$ cat config.mk
export PLATFORM = sky130hd
export DESIGN_NAME = voice_mix_scheduler
export DESIGN_NICKNAME = d
export VERILOG_FILES = /design/src/rtl/voice_mix_scheduler.sv
export SDC_FILE = /design/constraint.sdc
export NUM_CORES = 1
export LEC_CHECK = 0
export ABC_AREA = 1
export ABC_CLOCK_PERIOD_IN_PS = 5900
export CORE_AREA = 2 2 88 153
export CTS_CLUSTER_DIAMETER = 30
export DETAILED_ROUTE_END_ITERATION = 8
export DIE_AREA = 0 0 90 155
export GPL_TIMING_DRIVEN = 0
export SKIP_LAST_GASP = 1
export SLEW_MARGIN = 40
export SYNTH_ARGS = -nofsm -noshare
export SYNTH_HDL_FRONTEND = slang
export SYNTH_SLANG_ARGS = --single-unit
export TNS_END_PERCENT = 100
$ cat constraint.sdc
create_clock -name clk -period 5.9 [get_ports clk]
set_clock_uncertainty 0.05 [all_clocks]
set_input_delay 1.475 -clock clk [delete_from_list [all_inputs] [get_ports clk]]
set_output_delay 1.475 -clock clk [all_outputs]
set_load 0.01 [all_outputs]
$ cat src/rtl/voice_mix_scheduler.sv
// Frame sample sequencer: polls each enabled voice over req/ack, sums the samples and hands
// an 18-bit mix to the codec conditioner. Define MIX_SATURATE_EN to clamp instead of wrap.
module voice_mix_scheduler #(
    parameter int NUM_VOICES     = 3,
    parameter int TIMEOUT_CYCLES = 255
) (
    input  logic                     clk,
    input  logic                     reset,
    input  logic                     generate_next_sample,
    input  logic [NUM_VOICES-1:0]    voice_en,
    output logic [NUM_VOICES-1:0]    voice_req,
    input  logic [NUM_VOICES-1:0]    voice_ack,
    input  logic [18*NUM_VOICES-1:0] voice_sample,
    input  logic                     clear_flags,
    output logic [17:0]              new_sample_in,
    output logic                     latch_new_sample_in,
    output logic                     busy,
    output logic                     overrun,
    output logic                     timeout
);

    localparam int ACC_W = 18 + $clog2(NUM_VOICES) + 1;
    localparam int IDX_W = $clog2(NUM_VOICES + 1);
    localparam int TMR_W = $clog2(TIMEOUT_CYCLES + 1);

    localparam logic [IDX_W-1:0] LAST_IDX = IDX_W'(NUM_VOICES);
    localparam logic [TMR_W-1:0] TMR_LAST = TMR_W'(TIMEOUT_CYCLES - 1);

    typedef enum logic [1:0] {IDLE, SCAN, WAIT} state_t;

    state_t                   state_q, state_d;
    logic [IDX_W-1:0]         idx_q, idx_d;
    logic signed [ACC_W-1:0]  acc_q, acc_d;
    logic [TMR_W-1:0]         timer_q, timer_d;
    logic [17:0]              nsi_q, nsi_d;
    logic                     latch_q, latch_d;
    logic                     overrun_q, overrun_d;
    logic                     timeout_q, timeout_d;

    logic                     sel_en;
    logic                     sel_ack;
    logic signed [17:0]       sel_sample;
    logic [17:0]              mix_out;

    // Mux out the voice addressed by idx; idx==NUM_VOICES selects nothing.
    always_comb begin
        sel_en     = 1'b0;
        sel_ack    = 1'b0;
        sel_sample = '0;
        for (int i = 0; i < NUM_VOICES; i++) begin
            if (idx_q == IDX_W'(i)) begin
                sel_en     = voice_en[i];
                sel_ack    = voice_ack[i];
                sel_sample = voice_sample[18*i +: 18];
            end
        end
    end

`ifdef MIX_SATURATE_EN
    localparam logic signed [ACC_W-1:0] SAT_MAX = ACC_W'(131071);
    localparam logic signed [ACC_W-1:0] SAT_MIN = ACC_W'(-131072);

    always_comb begin
        if (acc_q > SAT_MAX) begin
            mix_out = 18'h1FFFF;
        end else if (acc_q < SAT_MIN) begin
            mix_out = 18'h20000;
        end else begin
            mix_out = acc_q[17:0];
        end
    end
`else
    assign mix_out = acc_q[17:0];
`endif

    always_ff @(posedge clk or negedge reset) begin
        if (!reset) begin
            state_q   <= IDLE;
            idx_q     <= '0;
            acc_q     <= '0;
            timer_q   <= '0;
            nsi_q     <= '0;
            latch_q   <= 1'b0;
            overrun_q <= 1'b0;
            timeout_q <= 1'b0;
        end else begin
            state_q   <= state_d;
            idx_q     <= idx_d;
            acc_q     <= acc_d;
            timer_q   <= timer_d;
            nsi_q     <= nsi_d;
            latch_q   <= latch_d;
            overrun_q <= overrun_d;
            timeout_q <= timeout_d;
        end
    end

    // Flag sets are applied after the clear so a simultaneous set wins.
    always_comb begin
        state_d   = state_q;
        idx_d     = idx_q;
        acc_d     = acc_q;
        timer_d   = timer_q;
        nsi_d     = nsi_q;
        latch_d   = 1'b0;
        overrun_d = overrun_q;
        timeout_d = timeout_q;
        if (clear_flags) begin
            overrun_d = 1'b0;
            timeout_d = 1'b0;
        end
        case (state_q)
            IDLE: begin
                if (generate_next_sample) begin
                    acc_d   = '0;
                    idx_d   = '0;
                    state_d = SCAN;
                end
            end
            SCAN: begin
                if (idx_q == LAST_IDX) begin
                    nsi_d   = mix_out;
                    latch_d = 1'b1;
                    state_d = IDLE;
                end else if (sel_en) begin
                    timer_d = '0;
                    state_d = WAIT;
                end else begin
                    idx_d = idx_q + IDX_W'(1);
                end
            end
            WAIT: begin
                if (sel_ack) begin
                    acc_d   = acc_q + {{(ACC_W-18){sel_sample[17]}}, sel_sample};
                    idx_d   = idx_q + IDX_W'(1);
                    state_d = SCAN;
                end else if (timer_q == TMR_LAST) begin
                    timeout_d = 1'b1;
                    idx_d     = idx_q + IDX_W'(1);
                    state_d   = SCAN;
                end else begin
                    timer_d = timer_q + TMR_W'(1);
                end
            end
            default: state_d = IDLE;
        endcase
        if (generate_next_sample && (state_q != IDLE)) begin
            overrun_d = 1'b1;
        end
    end

    always_comb begin
        voice_req = '0;
        if (state_q == WAIT) begin
            for (int i = 0; i < NUM_VOICES; i++) begin
                voice_req[i] = (idx_q == IDX_W'(i));
            end
        end
        busy = (state_q != IDLE);
    end

    assign new_sample_in       = nsi_q;
    assign latch_new_sample_in = latch_q;
    assign overrun             = overrun_q;
    assign timeout             = timeout_q;

endmodule

== Word level (Yosys, flattened, before mapping) ==
Index checks and enable logic that the tools add are counted.

* Bits in registers: 54
* Input port bits: 64
* Output and inout port bits: 25
* Logic and storage cells: 77

* Add/subtract/negate cells: 3
* Equal/unequal tests: 15
* Mux-type cells: 38
* Reduce and logical (&&, ||, !) cells: 13

{| class="wikitable"
|+ Operators with widths
! kind !! number
|-
| 18-bit 2-to-1 mux || 3
|-
| 21-bit 2-to-1 mux || 2
|-
| 21-bit case mux with 2 select lines || 1
|-
| 8-bit 2-to-1 mux || 4
|-
| 21-bit adder || 1
|-
| 2-bit 2-to-1 mux || 10
|-
| 8-bit case mux with 2 select lines || 1
|-
| 1-bit 2-to-1 mux || 14
|-
| 2-bit inequality test (second input constant) || 7
|-
| 2-bit case mux with 3 select lines || 2
|-
| 5-bit AND reduction || 2
|-
| 8-bit by 1-bit adder with 8-bit output (second input constant) || 1
|-
| 8-bit equality test (second input constant) || 1
|-
| 2-bit nonzero test || 4
|-
| 2-bit equality test (second input constant) || 3
|-
| 3-bit inequality test (second input constant) || 2
|-
| 3-bit AND reduction || 2
|-
| 2-bit by 1-bit equality test with 1-bit output (second input constant) || 2
|-
| 2-bit zero test || 2
|-
| 3-bit 2-to-1 mux || 1
|-
| 3-bit nonzero test || 1
|-
| 2-bit by 1-bit adder with 2-bit output (second input constant) || 1
|-
| 2-bit AND reduction || 1
|-
| 1-bit logical AND || 1
|}

== Logic depth before layout (Yosys ltp) ==
Gate-level depths: netlist of the first run.

* Depth in word-level cells: 7
* Gate-level depth with buffers: 19

== Worst setup path after synthesis of the first run ==
No wires, ideal clock.

* Path type: input port to flip-flop
* Start point: in voice_sample[18]
* End point: reg acc_q[12]
* Data arrival time: 2970 ps
* Required time: 5733 ps
* Setup slack: 2763 ps
* Cell stages on the path: 13
* Cells stage by stage: a22oi_1 > a21oi_1 > ha_1 > inv_1 > fa_1 > o21ai_1 > nand2_1 > nand2_1 > nand2_1 > nand2_1 > nand2_1 > nand3_1 > nand2_1

* Word-level cells in the longest chain between the ends: 5

{| class="wikitable"
|+ Ends and longest elaborated chain
! item !! line !! RTL
|-
| start, declared || 13 || <nowiki>input logic [18*NUM_VOICES-1:0] voice_sample,</nowiki>
|-
| 18-bit 2-to-1 mux (2 in a row) || 51 || <nowiki>if (idx_q == IDX_W'(i)) begin</nowiki>
|-
| 21-bit adder || 134 || <nowiki>acc_d = acc_q + {{(ACC_W-18){sel_sample[17]}}, sel_sample};</nowiki>
|-
| 21-bit 2-to-1 mux || 133 || <nowiki>if (sel_ack) begin</nowiki>
|-
| 21-bit case mux with 2 select lines || 112 || <nowiki>case (state_q)</nowiki>
|-
| end signal, assigned || 80 || <nowiki>acc_q <= '0;</nowiki>
|-
| end signal, assigned || 89 || <nowiki>acc_q <= acc_d;</nowiki>
|-
| end, declared || 33 || <nowiki>logic signed [ACC_W-1:0] acc_q, acc_d;</nowiki>
|}

Every way passes these cells. The select of a mux whose other input is x is not followed.
A chain may end at the register's enable or synchronous reset.

== Worst setup path after layout of the first run ==
* Start point: reg idx_q[1]
* End point: out voice_req[1]

* Word-level cells in the longest chain between the ends: 2

{| class="wikitable"
|+ Ends and longest elaborated chain
! item !! line !! RTL
|-
| start, declared || 32 || <nowiki>logic [IDX_W-1:0] idx_q, idx_d;</nowiki>
|-
| start signal, assigned || 88 || <nowiki>idx_q <= idx_d;</nowiki>
|-
| 2-bit by 1-bit equality test with 1-bit output || 156 || <nowiki>voice_req[i] = (idx_q == IDX_W'(i));</nowiki>
|-
| 3-bit 2-to-1 mux || 154 || <nowiki>if (state_q == WAIT) begin</nowiki>
|-
| end, declared || 11 || <nowiki>output logic [NUM_VOICES-1:0] voice_req,</nowiki>
|}

Every way passes these cells.

==> results of run 1 <==
worst max-delay path, delay by kind of cell (launching register included):
family	cells	cell delay, ns
DFF	1	0.41
and+or+nand+nor	1	0.09
buffers and inverters	5	1.50
adders and majority gates	1	0.29
cells by family (layout without fill, tap and decap cells):
kind of cell / Yosys count / after routing / synth area share
AOI/OAI and AO/OA: 83 / 83 / 0.134
adders and majority gates: 30 / 30 / 0.103
and+or+nand+nor: 283 / 283 / 0.319
xor gates and xnor gates: 9 / 9 / 0.0211
buffers and inverters: 75 / 171 / 0.0811
DFF: 51 / 51 / 0.342
stage by stage:
stage	util	cells	area (µm²)	setup slack [ns]
after floorplan	-	531	3730	2.76
after global placement	0.377	790	4830	1.65
after detailed placement	0.378	791	4840	1.86
after CTS	0.390	798	4990	1.74
after global routing	0.390	798	4990	1.45
final	0.390	798	4990	1.78
final timing paths:
path | startpoint | to | slack (ns) | cells after the start
max in group asynchronous | reset | new_sample_in[10] | 4.29 | 2
worst max register to register | idx_q[0] | acc_q[12] | 1.98 | 18
worst max-delay path | idx_q[1] | voice_req[1] | 1.78 | 7
worst min-delay path | new_sample_in[7] | new_sample_in[7] | 0.44 | 2
worst min register to register | new_sample_in[7] | new_sample_in[7] | 0.44 | 2
min in group asynchronous | reset | timer_q[5] | 1.04 | 1
registers in the layout, indices dropped and copies added, names as in the netlist:
signal               cells
acc_q                   18
idx_q                    2
latch_new_sample_in      1
new_sample_in           18
overrun                  1
state_q                  2
timeout                  1
timer_q                  8
where the power goes:
group	leakage, nW	total (mW)	switching [mW]	internal [mW]
Combinational	1.66	1.42	0.871	0.547
Sequential	0.701	0.543	0.0849	0.458
Clock	0.0727	0.296	0.130	0.166
Total	2.43	2.26	1.09	1.17
area by class of cell:
type,count,share of cell area
clock inverters,1,0.00100
flip-flops and latches,51,0.256
well taps,171,0.0429
clock buffers,6,0.0278
plain buffers,16,0.0163
multi-input cells,405,0.432
inverters,59,0.0444
repair buffers,89,0.180
layer usage:
metal / routed length, µm / global-route usage
met4: 254 / 0.0593
met3: 595 / 0.0271
met5: 0 / 0
met1: 4480 / 0.186
met2: 6540 / 0.349
synthesized netlist by cell type, types with 7 or more instances:
| library cell | number |
|---|---|
| sky130_fd_sc_hd__nand3b_1 | 7 |
| sky130_fd_sc_hd__nand2_1 | 177 |
| sky130_fd_sc_hd__nor3_1 | 7 |
| sky130_fd_sc_hd__inv_1 | 55 |
| sky130_fd_sc_hd__nor2_1 | 54 |
| sky130_fd_sc_hd__nand3_1 | 21 |
| sky130_fd_sc_hd__o21ai_0 | 18 |
| sky130_fd_sc_hd__dfrtp_1 | 51 |
| sky130_fd_sc_hd__o21ai_1 | 9 |
| sky130_fd_sc_hd__a22oi_1 | 10 |
| sky130_fd_sc_hd__ha_1 | 29 |
| sky130_fd_sc_hd__clkbuf_1 | 9 |
| sky130_fd_sc_hd__o22ai_1 | 8 |
| sky130_fd_sc_hd__a21oi_1 | 27 |
==> results, run 1 <==
- After clock tree synthesis, the clock-pin slew on the worst setup and hold paths is 0.07 ns.
- The number of global-route vias before repair is 3882.
- Of the post-synthesis cell area, the dominant cell type holds 0.342.
- The most repeated library cell on the critical path is sky130_fd_sc_hd__inv_1.
- The total chip power is 2.26 mW.
- At the worst endpoint, the required time is 4.38 ns.
- The category of the critical setup timing path is register to output pin.
- The pin count of the biggest net entering global routing is 27.
- The slowest stage cell on the critical path is sky130_fd_sc_hd__clkdlybuf4s50_1.
- The worst hold path class is register to register.
- Routability-driven placement finished with a final weighted congestion of 0.919.
- In this run the power density over the cells is 453 nW/µm².
- After global routing the overflow that remains totals 0.
- The first global-routing pass estimated 19500 µm of wire.
- The sequential element share of the synthesized area is 0.342.
- The max-slew headroom at the worst pin is 0.563.
- The number of nets with antenna violations after detailed routing is 0.
- The overall die area is 14000 µm².
- Compared with the post-synthesis result, the final layout area differs by 33.7%.
- At the pin with the least slew margin, the transition time is 0.655 ns.
- In the layout the commonest cells are sky130_fd_sc_hd__nand2_1, sky130_fd_sc_hd__clkdlybuf4s50_1, sky130_fd_sc_hd__inv_1.
- The total number of H-tree levels is 2.
- The summed negative setup slack over all endpoints is 0 ns.
- In this run the tool buffered the top-level ports with 88 buffer cells.
- The overall die width is 90 µm.
- The clock insertion delay at the later pin of the skew report is 0.29 ns.
- TritonCTS built the clock tree.
- The final net count is 721.
- The number of buffers inserted for hold repair after clock tree synthesis is 0.
- The count of mapped cells out of synthesis is 531.
- The number of sinks driven by the clock tree is a little over 50.
- The peak clock frequency supported by timing is between 200 and 250 MHz.
- The final HPWL from detailed placement is about 9600 µm.
- The number of buffers between clock root and the deepest sink is 2.
- The fraction of layout cells with a size suffix above 1 is 0.0542.
- Clock tree synthesis inserted a total of 5 buffers.
- The largest voltage drop on the vdd net is 0.157 mV.
- Fill cells in the final layout number approximately 1400.
- Across the run, the number of max-cap violations was 0.
- The count of flip-flops with a built-in enable after synthesis is 0.
- During I/O placement, the number of pins put on the boundary was 89.
- The max-slew violation total from the final report is 0.
- The average instance in the mapped netlist occupies 7.03 µm².
- The root buffer cell chosen for the clock tree is sky130_fd_sc_hd__clkbuf_16.
- The floorplan has 55 rows.
- STA puts the critical path data arrival time at around 2.6 ns.
- The number of nets handed over by synthesis was 625.
- The per-cell routed wire length is 14.9 µm.
- The sequential cell area is 1280 µm².
- The number of different library cells used by synthesis comes to 34.
- Across all hold checks on the routed design, the worst slack comes to 0.439 ns.
- The largest single stage delay on the critical path is 0.52 ns.
- The netlist area before placement is 3730 µm².
- The part of the cycle the worst path needs is 0.698.
- Setup violations remaining at the end of the flow were counted as 0.
- The initial antenna violation count came to 0.
- Leaving out fill and tap cells, the most frequent cell in the layout is sky130_fd_sc_hd__nand2_1.
- Post-CTS repair changed the size of 0 cells.
- The via count of the routed design is 3749.
- After detailed routing, the number of remaining DRC violations is 0.
- The number of warnings issued by yosys is 0.
- Setup repair after global routing left no endpoint under its margin.
- In this run the worst path has a maximum fanout of 10.
- The die height is 155 µm.
- The worst setup path is captured at an output pin.
- The area of the core is 12800 µm².
- By area the synthesized netlist is led by sky130_fd_sc_hd__dfrtp_1, sky130_fd_sc_hd__nand2_1, sky130_fd_sc_hd__ha_1.
- The pre-antenna-repair detailed-routing pass consisted of 4 iterations.
- In the routed layout, each cell is associated on average with a via count of 4.70.
- The post-CTS repair timing setup buffer count is 0.
- The initial DRC count is 170.
- Of all flip-flops after synthesis, the portion carrying an async set or reset was 1.00.
- The total global routing track utilization is 0.176.
- The post-synthesis sequential element count is 51.
- The routed wire length is 11900 µm.
- The footprint of the multi-input gates is 2150 µm².
- The element type at the critical path start is a register.
- The flow ran to the end, and the final reports show no timing, DRC or antenna violations.
- Counting I/O delays and the setup requirement, the final critical path takes 4.12 ns.
- Walking the worst path, the cells encountered are inv_1 -> ha_1 -> clkbuf_1 -> buf_2 -> nand2_1 -> inv_1 -> clkdlybuf4s50_1.
- The number of antenna repair diodes is 0.
- The final hold violation count came to 0.
- The leakage power is 2.43 nW.
- For this configuration, the core starts out at a cell density of 0.292.
- The synthesized design spends more area on one cell type than any other, namely sky130_fd_sc_hd__dfrtp_1.
- For this run, the leading register cell type out of synthesis is sky130_fd_sc_hd__dfrtp_1.
No activity file was read; power rests on OpenSTA's default activity.
==> run 2, diff against run 1 <==
Settings changed: ABC_CLOCK_PERIOD_IN_PS 5900 to 4000.
Clock period 5.9 ns to 4 ns, I/O delays scaled along.
==> run 2 against run 1 <==
  * Setup slack worse by 1.4 ns
  * First-iteration DRC count down 19%
  * Core utilization is essentially flat
  * Clock power up 47%
  * Worst hold slack barely moved
  * Combinational power is 46% higher
  * Sequential share of layout area hardly changed
  * Count of clock-buffer cells in the layout unchanged
  * Sequential power is 48% higher
  * Final cell count shrank 0.25%
  * Flip-flop and latch count is the same
  * Largest cell class unchanged
  * Largest power group unchanged
==> results, run 2 (same netlist as run 1, synthesis figures left out) <==
- The peak clock frequency supported by timing is 279 MHz.
- The routed design uses 6450 µm of met2 wire.
- Setup total negative slack on the finished layout was measured at 0 ns.
- After clock tree synthesis, the clock-pin slew on the worst setup and hold paths is roughly 0.07 ns.
- The reported max-cap violation count is 0.
- The power dissipated by switching net loads is between 1.5 and 2 mW.
- The finished cells cover roughly 5000 µm².
- Leaving out filler cells and counting taps, the final layout contains 796.
- The number of antenna repair diodes is 0.
- The CTS tree is done.
- STA puts the critical path data required time at 4.14 ns.
- For this block, the initial DRC count from the detailed router was 138.
- Clock latency on the worst-skew pair, taken at its later pin, is 0.29 ns.
- The number of buffers inserted for hold repair after clock tree synthesis is 0.
- Summed over all nets, wire length on met3 after detailed routing comes to 612 µm.
- The signed area change from the synthesized netlist to the final layout is 33.6%.
- In this run the worst path has a maximum fanout of 10.
- The number of sinks driven by the clock tree is 51.
- The placement row count is 55.
- The combinational power share is 0.627.
- The flow ran to the end, and the final reports show no timing, DRC or antenna violations.
- The max-slew violation total from the final report is 0.
- The wire length on met1 is 4440 µm.
- STA puts the critical path data arrival time at 3.72 ns.
- The top metal layer carrying routed signals is met4.
- The I/O pin count is 89.
- The initial antenna violation count came to 0.
- The element type at the critical path start is a register.
- For this block, the routed nets add up to 11800 µm of wire.
- By startpoint and endpoint, the worst setup path is classified as register to register.
- The min-delay analysis places its worst path in the category register to register.
- Detailed placement ended at an HPWL of 9580 µm.
- The max-slew headroom at the worst pin is 0.585.
- The number of buffers inserted by port buffering is 88.
- At the end of the flow the core is filled with cells to 0.390.
- The share of total power dissipated in sequential elements is 0.241.
- The worst path in the final design needs a cycle of 3.58 ns, including I/O delays and setup.
- The largest voltage drop on the vdd net is about 0.23 mV.
- The most repeated library cell on the critical path is sky130_fd_sc_hd__nand2_1.
- The number of nets with antenna violations after detailed routing is 0.
- The sequential cell area is 1280 µm².
- The residual overflow from global routing is 0.
- The placed instances occupy a cell area of 4840 µm².
- Entering global routing, the biggest net connects 27 pins.
- The critical path goes through inv_1 -> ha_1 -> clkbuf_2 -> buf_2 -> a22oi_1 -> a21oi_1 -> ha_1 -> inv_1 -> fa_1 -> o21ai_1 -> nand2_1 -> nand2_1 -> nand2_1 -> nand2_1 -> nand2_1 -> nand3_1 -> nand2_1.
- The multi-input combinational cells in the finished layout cover a total of 2150 µm².
- The core region is 12800 µm².
- The tree is rooted in a sky130_fd_sc_hd__clkbuf_16.
- The final net count is between 700 and 800.
- The CTS buffer count is 5.
- The largest single stage delay on the critical path is 0.43 ns.
- From bottom edge to top edge, the die measures 155 µm.
- The total power divided by cell area is 666 nW/µm².
- The number of buffer and inverter stages on the critical path is 4.
- The leakage power is 2.43 nW.
- The part of the cycle the worst path needs is 0.895.
- On the critical path the largest part of the delay comes from adder cells.
- The final hold violation count was 0.
- In this run, placement finished with an instance count of approximately 800.
- The switching part of the total is 0.480.
- Summing over every cut layer, the via total after detailed routing is 3737.
- The capturing element type of the critical path is a register.
- The number of buffers between clock root and the deepest sink is 2.
- The average vias per placed instance is ~4.7.
- For this run, the detailed router's first-pass iteration total came to 4.
- Across every metal layer, demand over resource in global routing totals 0.176.
- The total setup violations reported at the end of the flow is 0.
- The per-cell routed wire length is between 10 and 15 µm.
- The first global-routing pass estimated 19500 µm of wire.
- The most common library cell in the layout ignoring fill and taps is sky130_fd_sc_hd__nand2_1.
- The fraction of layout cells with a size suffix above 1 is 0.0592.
- Setup repair after global routing left no endpoint under its margin.
- For this configuration, the core starts out at a cell density of 0.292.
- The DRC violations left is 0.
- The slowest stage of the critical path belongs to the cell sky130_fd_sc_hd__fa_1.
- For the pin with the worst max-slew slack, the measured transition is 0.622 ns.
- The internal power of the cells totals 1.73 mW.
- The H-tree generated during clock tree synthesis spans 2 levels.
- The share of total power dissipated in the clock network is 0.131.
- The final-layout fill cell count is 1392.
- The number of global-route vias before repair is around 3900.
- In the layout the commonest cells are sky130_fd_sc_hd__nand2_1, sky130_fd_sc_hd__clkdlybuf4s50_1, sky130_fd_sc_hd__inv_1, sky130_fd_sc_hd__nor2_1, sky130_fd_sc_hd__dfrtp_1.
- The floorplan step defined a die boundary enclosing around 14000 µm².
- The routability congestion estimate from global placement is 0.919.
- Total power for the finished layout comes to 3.32 mW.
- From left edge to right edge, the die measures 90 µm.
-- run 2: cell types whose count changed in the layout (fill, tap and decap cells not counted) --
cell,delta
sky130_fd_sc_hd__clkinvlp_4,+1
sky130_fd_sc_hd__clkbuf_1,-4
sky130_fd_sc_hd__clkbuf_2,+2
sky130_fd_sc_hd__inv_1,-1
-- run 2: layout make-up --
class,count,share of cell area
Buffer,14,0.0153
Clock buffer,6,0.0278
Clock inverter,1,0.00100
Inverter,59,0.0452
Multi-Input combinational cell,405,0.432
Sequential cell,51,0.256
Tap cell,171,0.0429
Timing Repair Buffer,89,0.180
-- run 2: tightest hold or removal path: stages, from the launching register on --
cell and delay (ns):
sky130_fd_sc_hd__dfrtp_1 0.34, sky130_fd_sc_hd__nand2_1 0.05, sky130_fd_sc_hd__o21ai_0 0.06
-- run 2: power groups by stage --
stage	Clock (mW)	Combinational [mW]	Sequential, mW
detailed placement	0	2.10	0.813
finish	0.436	2.08	0.801
global route	0.466	2.36	0.826
floorplan	0	1.41	0.808
global placement	0	2.06	0.807
CTS	0.448	2.11	0.805
-- run 2: metrics by stage --
step / hold WS, ns / worst slack [ns]
floorplan: 0.420 / 1.05
global placement: 0.418 / 0.123
detailed placement: 0.423 / 0.0647
CTS: 0.442 / 0.0545
global route: 0.463 / 0.00511
finish: 0.439 / 0.421
-- run 2: repair_timing --
action	CTS	global route
buffers inserted	0	0
setup endpoints to repair	0	6
resized for setup	0	5
-- run 2: final timing paths --
kind,endpoint,slack (ns),depth (start not counted),from
max in group asynchronous,new_sample_in[10],2.86,2,reset
max,acc_q[12],0.42,17,idx_q[1]
min,new_sample_in[7],0.44,2,new_sample_in[7]
min reg2reg,new_sample_in[7],0.44,2,new_sample_in[7]
min in group asynchronous,timer_q[5],0.56,1,reset
max reg2reg,acc_q[12],0.42,17,idx_q[1]
-- run 2: layer usage --
| layer | up-vias | track usage |
|---|---|---|
| met5 | - | 0 |
| li1 | 1904 | - |
| met2 | 103 | 0.349 |
| met4 | 0 | 0.0593 |
| met3 | 12 | 0.0271 |
| met1 | 1718 | 0.186 |
==> run 3, diff against run 2 <==
Settings changed: TNS_END_PERCENT 100 to 30.
==> results of run 3 <==
Same layout as run 2: the final DEF is identical, and so are final timing and power.
